--- src/rtl/dsm_decimator_if.sv ---
// Bitstream-in / PCM-out bundle for dsm_decimator. The o_sat member exists only
// when DSM_DECIMATOR_SAT_FLAG_EN is defined.
interface dsm_decimator_if #(
    parameter int DATA_WIDTH = 16
) ();
    logic                  i_en;
    logic                  i_bitstream;
    logic [DATA_WIDTH-1:0] o_data;
    logic                  o_valid;
`ifdef DSM_DECIMATOR_SAT_FLAG_EN
    logic                  o_sat;

    modport master (output i_en, output i_bitstream, input o_data, input o_valid, input o_sat);
    modport slave  (input i_en, input i_bitstream, output o_data, output o_valid, output o_sat);
`else
    modport master (output i_en, output i_bitstream, input o_data, input o_valid);
    modport slave  (input i_en, input i_bitstream, output o_data, output o_valid);
`endif
endinterface

--- src/rtl/dsm_decimator.sv ---
// Sinc^3 CIC decimator: 1-bit delta-sigma stream in, signed DATA_WIDTH PCM out every 2**DECIM_LOG2 enabled bits.
// Optional feature macro: DSM_DECIMATOR_SAT_FLAG_EN adds the o_sat clip flag.
module dsm_decimator #(
    parameter int DATA_WIDTH = 16,
    parameter int DECIM_LOG2 = 6,
    parameter int ACC_WIDTH  = 3*DECIM_LOG2+2
) (
    input  logic             i_clk,
    input  logic             i_rst_n,
    dsm_decimator_if.slave   bus
);
    localparam int SHIFT = 3*DECIM_LOG2 - (DATA_WIDTH-1);
    localparam int NSTG  = 3;

    typedef logic signed [ACC_WIDTH-1:0] acc_t;

    acc_t integ_q [NSTG];
    acc_t integ_d [NSTG];
    acc_t integ_in[NSTG];
    acc_t diff_q  [NSTG];
    acc_t diff_d  [NSTG];
    acc_t comb_in [NSTG];
    acc_t comb    [NSTG];

    logic [DECIM_LOG2-1:0] cnt_q, cnt_d;
    logic                  tick_q, tick_d;
    acc_t                  cap_q, cap_d;
    logic                  cap_vld_q, cap_vld_d;
    logic [DATA_WIDTH-1:0] data_q, data_d;
    logic                  valid_q, valid_d;
    logic                  sat_q, sat_d;

    acc_t                  x_ext;
    acc_t                  scaled;
    logic                  clip;
    logic [DATA_WIDTH-1:0] sat_val;

    assign x_ext = bus.i_bitstream ? {{(ACC_WIDTH-1){1'b0}}, 1'b1} : {ACC_WIDTH{1'b1}};

    // Integrators feed forward from the previous stage's old value; wrap-around is intentional.
    for (genvar gi = 0; gi < NSTG; gi++) begin : g_stage
        if (gi == 0) begin : g_first
            assign integ_in[gi] = x_ext;
            assign comb_in[gi]  = cap_q;
        end else begin : g_rest
            assign integ_in[gi] = integ_q[gi-1];
            assign comb_in[gi]  = comb[gi-1];
        end
        assign integ_d[gi] = bus.i_en  ? integ_q[gi] + integ_in[gi] : integ_q[gi];
        assign comb[gi]    = comb_in[gi] - diff_q[gi];
        assign diff_d[gi]  = cap_vld_q ? comb_in[gi] : diff_q[gi];
    end

    always_comb begin
        cnt_d     = cnt_q;
        tick_d    = 1'b0;
        if (bus.i_en) begin
            cnt_d  = cnt_q + {{(DECIM_LOG2-1){1'b0}}, 1'b1};
            tick_d = &cnt_q;
        end
        cap_d     = tick_q ? integ_q[NSTG-1] : cap_q;
        cap_vld_d = tick_q;
    end

    // Floor-shift, then clip whenever the bits above the output sign disagree.
    always_comb begin
        scaled  = comb[NSTG-1] >>> SHIFT;
        clip    = !((&scaled[ACC_WIDTH-1:DATA_WIDTH-1]) || !(|scaled[ACC_WIDTH-1:DATA_WIDTH-1]));
        sat_val = scaled[DATA_WIDTH-1:0];
        if (clip) begin
            sat_val = scaled[ACC_WIDTH-1] ? {1'b1, {(DATA_WIDTH-1){1'b0}}}
                                          : {1'b0, {(DATA_WIDTH-1){1'b1}}};
        end
        data_d  = cap_vld_q ? sat_val : data_q;
        valid_d = cap_vld_q;
        sat_d   = cap_vld_q && clip;
    end

    always_ff @(posedge i_clk or negedge i_rst_n) begin
        if (!i_rst_n) begin
            for (int k = 0; k < NSTG; k++) begin
                integ_q[k] <= '0;
                diff_q[k]  <= '0;
            end
            cnt_q     <= '0;
            tick_q    <= 1'b0;
            cap_q     <= '0;
            cap_vld_q <= 1'b0;
            data_q    <= '0;
            valid_q   <= 1'b0;
            sat_q     <= 1'b0;
        end else begin
            for (int k = 0; k < NSTG; k++) begin
                integ_q[k] <= integ_d[k];
                diff_q[k]  <= diff_d[k];
            end
            cnt_q     <= cnt_d;
            tick_q    <= tick_d;
            cap_q     <= cap_d;
            cap_vld_q <= cap_vld_d;
            data_q    <= data_d;
            valid_q   <= valid_d;
            sat_q     <= sat_d;
        end
    end

    assign bus.o_data  = data_q;
    assign bus.o_valid = valid_q;
`ifdef DSM_DECIMATOR_SAT_FLAG_EN
    assign bus.o_sat   = sat_q;
`else
    logic unused_sat;
    assign unused_sat = sat_q;
`endif
endmodule
--- src/flat_wrapper.sv ---
// flat-port wrapper written by rule: the top's interface ports become plain ports
module dsm_decimator_flat 
#(
    parameter int DATA_WIDTH = 16,
    parameter int DECIM_LOG2 = 6,
    parameter int ACC_WIDTH  = 3*DECIM_LOG2+2
)
  (i_clk, i_rst_n, bus_i_en, bus_i_bitstream, bus_o_data, bus_o_valid);
  dsm_decimator_if #(.DATA_WIDTH(DATA_WIDTH)) bus_i ();
  input  logic i_clk;
  input  logic i_rst_n;
  input wire logic [$bits(bus_i.i_en)-1:0] bus_i_en;
  input wire logic [$bits(bus_i.i_bitstream)-1:0] bus_i_bitstream;
  output wire logic [$bits(bus_i.o_data)-1:0] bus_o_data;
  output wire logic [$bits(bus_i.o_valid)-1:0] bus_o_valid;
  assign bus_i.i_en = bus_i_en;
  assign bus_i.i_bitstream = bus_i_bitstream;
  assign bus_o_data = bus_i.o_data;
  assign bus_o_valid = bus_i.o_valid;
  dsm_decimator #(.DATA_WIDTH(DATA_WIDTH), .DECIM_LOG2(DECIM_LOG2), .ACC_WIDTH(ACC_WIDTH)) u_core (.i_clk(i_clk), .i_rst_n(i_rst_n), .bus(bus_i));
endmodule
--- config.mk ---
export PLATFORM = sky130hd
export DESIGN_NAME = dsm_decimator_flat
export DESIGN_NICKNAME = d
export VERILOG_FILES = /design/src/rtl/dsm_decimator_if.sv /design/src/rtl/dsm_decimator.sv /design/src/flat_wrapper.sv
export SDC_FILE = /design/constraint.sdc
export NUM_CORES = 1
export LEC_CHECK = 0
export ABC_AREA = 1
export CAP_MARGIN = 20
export CORE_ASPECT_RATIO = 0.75
export CORE_UTILIZATION = 46
export DETAILED_ROUTE_END_ITERATION = 10
export MAX_ROUTING_LAYER = met4
export PLACE_DENSITY_LB_ADDON = 0.1
export RECOVER_POWER = 100
export SYNTH_ARGS = -nofsm -noshare
export SYNTH_HDL_FRONTEND = slang
export SYNTH_SLANG_ARGS = --single-unit
export TNS_END_PERCENT = 10
--- constraint.sdc ---
create_clock -name i_clk -period 6.2 [get_ports i_clk]
set_input_delay 0.93 -clock i_clk [delete_from_list [all_inputs] [get_ports i_clk]]
set_output_delay 0.93 -clock i_clk [all_outputs]
set_load 0.005 [all_outputs]
# Word-level counts from Yosys, hierarchy flattened

Index checks and enable logic that the tools add are counted.

Register bits after elaboration: 165
Output and inout port bits: 17
Input port bits: 4
Logic and storage cells: 28

$add $sub $neg: 7
Reduce and logical (&&, ||, !) cells: 5
Multiplexer cells: 4

Operator list:

| operator                                     | count |
|---|---|
| adder 20 bit                                 | 3 |
| subtractor 20 bit                            | 3 |
| two-way mux 16 bit                           | 2 |
| two-way mux 20 bit                           | 1 |
| adder 6 x 1 -> 6 bit (second input constant) | 1 |
| AND reduction 6 bit                          | 1 |
| AND reduction 2 bit                          | 1 |
| OR reduction 2 bit                           | 1 |
| zero test 1 bit                              | 1 |
| logical OR 1 bit                             | 1 |
| two-way mux 1 bit                            | 1 |

# Depth between registers and ports, before layout

Word-level depth: 7
Mapped depth: 38
Mapped depth without buffers: 37

# Worst setup path after synthesis

OpenSTA, ideal clock, no wires.

Path kind: register to register
From: register u_core.cap_q[3]
To: register u_core.data_q[10] (netlist: u_core.bus.o_data[10])
Data required time: 6.080 ns
Clock period less this slack: 4.825 ns
Setup slack: 1.375 ns
Arrival time: 4.706 ns
Buffers on the path: 1
Setup time: 0.120 ns
Cell stages (with the launch flop): 31
Cells stage by stage: dfrtp_1 ha_1 a21oi_1 o21ai_0 nand2_1 o211ai_1 a31oi_1 o21ai_0 a21oi_1 inv_1 or2_2 and2_1 ha_1 nand2_1 nor2_1 inv_1 o21ai_0 a21oi_1 xor2_1 ha_1 nand2_1 nor3_1 nand4_1 nand3_1 xor2_1 inv_1 nand3_4 nand2_4 inv_4 buf_12 a21oi_2

RTL lines:

| element                | RTL line             | source |
|---|---|---|
| start, declared        | dsm_decimator.sv:27  | `acc_t cap_q, cap_d;` |
| start signal, assigned | dsm_decimator.sv:99  | `cap_q <= cap_d;` |
| end signal, assigned   | dsm_decimator.sv:101 | `data_q <= data_d;` |
| end, declared          | dsm_decimator.sv:29  | `logic [DATA_WIDTH-1:0] data_q, data_d;` |

==> flow_summary.ini <==
[run_status]
status = finished with violations
failed_checks = capacitance limit, slew limit

[synth]
ys.flop_type = dfrtp_1
yosysWarnings = 0
synth.ff_latch_count = 165
synth_area_sq_mm = 0.0115
synth_edf_count = 0
yosysSeqAreaShare_pct = 35.8
syn-num-nets = 1569
synth_cell_types = 48
async_reset_ff_share_pct = 100
syn_inst = 1447
avgSynthCellArea_sq_um = 7.98

[worst_setup_path]
worstSetupEndpoint = u_core.bus.o_data[14]
r2r-end = u_core.bus.o_data[14]
worstSetupEndpointType = flip-flop
path_class = flip-flop to flip-flop
rr_startpoint = u_core.cap_q[3]
rrSetupSlack_ps = 490
required_ps = 6520
crit_cells = 28
worst-path-max-fanout = 16
crit_arrival_ps = 6030
max_stage_delay_ps = 390
worstSetupStartpointType = flip-flop
cpLargestDelayFamily = simple AND/OR/NAND/NOR gates
cpMaxStageDelayCell = dfrtp_1
cp_num_buf_inv = 3
rr_worst_depth = 28
critPathLaunch = u_core.cap_q[3]

[cts]
cts_root_buf = clkbuf_16
cts.sinks = 165
h-tree-depth = 4
clkTransAtPathRegs_ps = 70
clockBufferDepth = 2
insertion_delay_ps = 440
cts_tree = yes
numCtsBuffers = 17
cts_resized = 0
postCtsSetupBuffers = 0
ctsHoldBuffers = 0

[sta]
tns_ps = 0
setup_viol = 0
grt_setup_unrepaired = false
hold_viol_final = 0
report.final.slew_viol_count = 128
slew_headroom_pct = -208
fin_crit_ps = 5710
fmax_ghz = 0.175
tightest_slew_ps = 4630
period_share_pct = 92.1
finClkSkew_ps = 13.5

[min_path]
hold_path.class = flip-flop to flip-flop
min_delay_path_depth = 2

[detailed_routing]
drt-pass1-iter-count = 5
drt-initial-drc-count = 643
routed_wirelength_um = 26600
vias = 9495
drt.antenna.violating_nets = 0
wl_per_cell_um = 14.8
drc = 0
vias_per_cell = 5.27

[layout]
drive_gt1_share_pct = 5.37
final-seq-area_sq_mm = 0.00413
areaGrowthSynthToFinish_pct = 8.96
num-nets-final = 1580
diodes = 0
fillers = 2379
final_cell_mix = nand2_1 (307), dfrtp_1 (165), inv_1 (151), o21ai_0 (148), a21oi_1 (140)
final_common_cell = nand2_1
multi_input_area_sq_mm = 0.00666

[global_route]
grt_max_degree = 85
grt_pass1_wl_um = 44700
antenna_found_initial = 0
grt_pass1_vias = 8603
grt-ovfl-total = 0
grt_util_all_layers_pct = 22.4

[placement]
io_buffers = 20
dpl.hpwl_um = 19900
globalplace.congestion = 0.929

[die]
start_util_pct = 47.6
dieHeight_um = 139
fp.dieW_um = 185
core_sq_mm = 0.0243
num_rows = 49
die_area_sq_mm = 0.0258
ios = 21

[job]
cap_violations = 2
## cell type report
cell class,instances,area share (%)
Inverter,154,4.61
Sequential cell,165,32.8
Tap cell,331,3.29
Clock inverter,7,0.974
Timing Repair Buffer,25,1.75
Multi-Input combinational cell,1095,52.9
Clock buffer,24,3.67
## metal layers
layer | part of all wire, % | global-route usage, % | vias to the layer above
li1 | - | - | 4915
met1 | 59 | 38.3 | 4368
met2 | 35 | 26.6 | 199
met3 | 4.6 | 3.17 | 13
met4 | 0.70 | 4.31 | 0
met5 | 0 | - | -
## per-stage QoR
| stage | worst slack [ps] | hold WS, ps | utilization [%] | instance area (sq um) | std cells |
|---|---|---|---|---|---|
| 3_5_place_dp | 487 | 477 | 49.6 | 12000 | 1770 |
| 4_1_cts | 470 | 491 | 52.0 | 12600 | 1801 |
| 5_1_grt | 13.4 | 520 | 51.8 | 12600 | 1801 |
| 3_3_place_gp | 682 | 471 | 49.6 | 12000 | 1770 |
| 2_1_floorplan | 1370 | 355 | - | 11500 | 1447 |
| 6_report | 489 | 489 | 51.8 | 12600 | 1801 |
## logic make-up (layout without fill, tap and decap cells)
kind of cell / count (synthesis) / count (layout) / share of synthesized area, %
AO/OA/AOI/OAI: 357 / 357 / 17.0
AND/OR/NAND/NOR: 515 / 515 / 19.4
flip-flops: 165 / 165 / 35.8
XOR/XNOR: 88 / 88 / 6.67
buffers and inverters: 187 / 210 / 6.39
adder cells (fa/ha/maj): 118 / 118 / 13.1
multiplexers: 17 / 17 / 1.66
## worst min-delay path, cell delays in order (launching register included)
cell and delay (ps):
dfrtp_1 340, nand2_1 50, o21ai_0 60
## flip-flops by register name, indices dropped and copies added, names as in the netlist
register            flops
u_core.diff_q          60
u_core.cap_vld_d        1
u_core.integ_q         20
u_core.cap_q           20
u_core.integ_in        40
u_core.bus.o_data      16
u_core.cap_vld_q        1
u_core.bus.o_valid      1
u_core.cnt_q            6
## how the worst min path moves through the flow
stage,from,to
after global placement,u_core.diff_q[0],u_core.diff_q[0]
after global routing,u_core.diff_q[6],u_core.diff_q[6]
after CTS,u_core.diff_q[24],u_core.diff_q[24]
final,u_core.diff_q[24],u_core.diff_q[24]
after detailed placement,u_core.diff_q[24],u_core.diff_q[24]
after floorplan,u_core.cap_vld_q,u_core.bus.o_valid
## cells in the mapped netlist, types with 2 or more instances
master / n / share of area [%]
or2_0: 3 / 0.16
a31oi_1: 23 / 1.2
a21oi_2: 11 / 0.83
ha_1: 113 / 12
o211ai_1: 9 / 0.59
o21ai_0: 145 / 6.3
nand2_1: 306 / 9.9
nand3_1: 71 / 3.1
nand2_2: 5 / 0.27
a21o_1: 7 / 0.46
buf_1: 3 / 0.098
a21boi_1: 3 / 0.20
nor2_1: 69 / 2.2
fa_1: 5 / 0.87
inv_2: 3 / 0.098
a21boi_0: 2 / 0.13
o21bai_1: 7 / 0.46
buf_4: 3 / 0.20
a21oi_1: 132 / 5.7
inv_1: 149 / 4.8
o21ai_1: 5 / 0.22
nor3b_1: 6 / 0.39
nand3_2: 6 / 0.52
o31ai_1: 9 / 0.59
xnor2_1: 33 / 2.5
clkbuf_1: 24 / 0.78
nor3_1: 12 / 0.52
xor2_1: 55 / 4.2
mux2_2: 17 / 1.7
and2_1: 4 / 0.22
nor2_4: 2 / 0.20
nand4_1: 17 / 0.92
or2_2: 9 / 0.49
dfrtp_1: 165 / 36
Power is not shown: default switching activity piles up to over one toggle a cycle in this logic, so the estimate is an artifact.
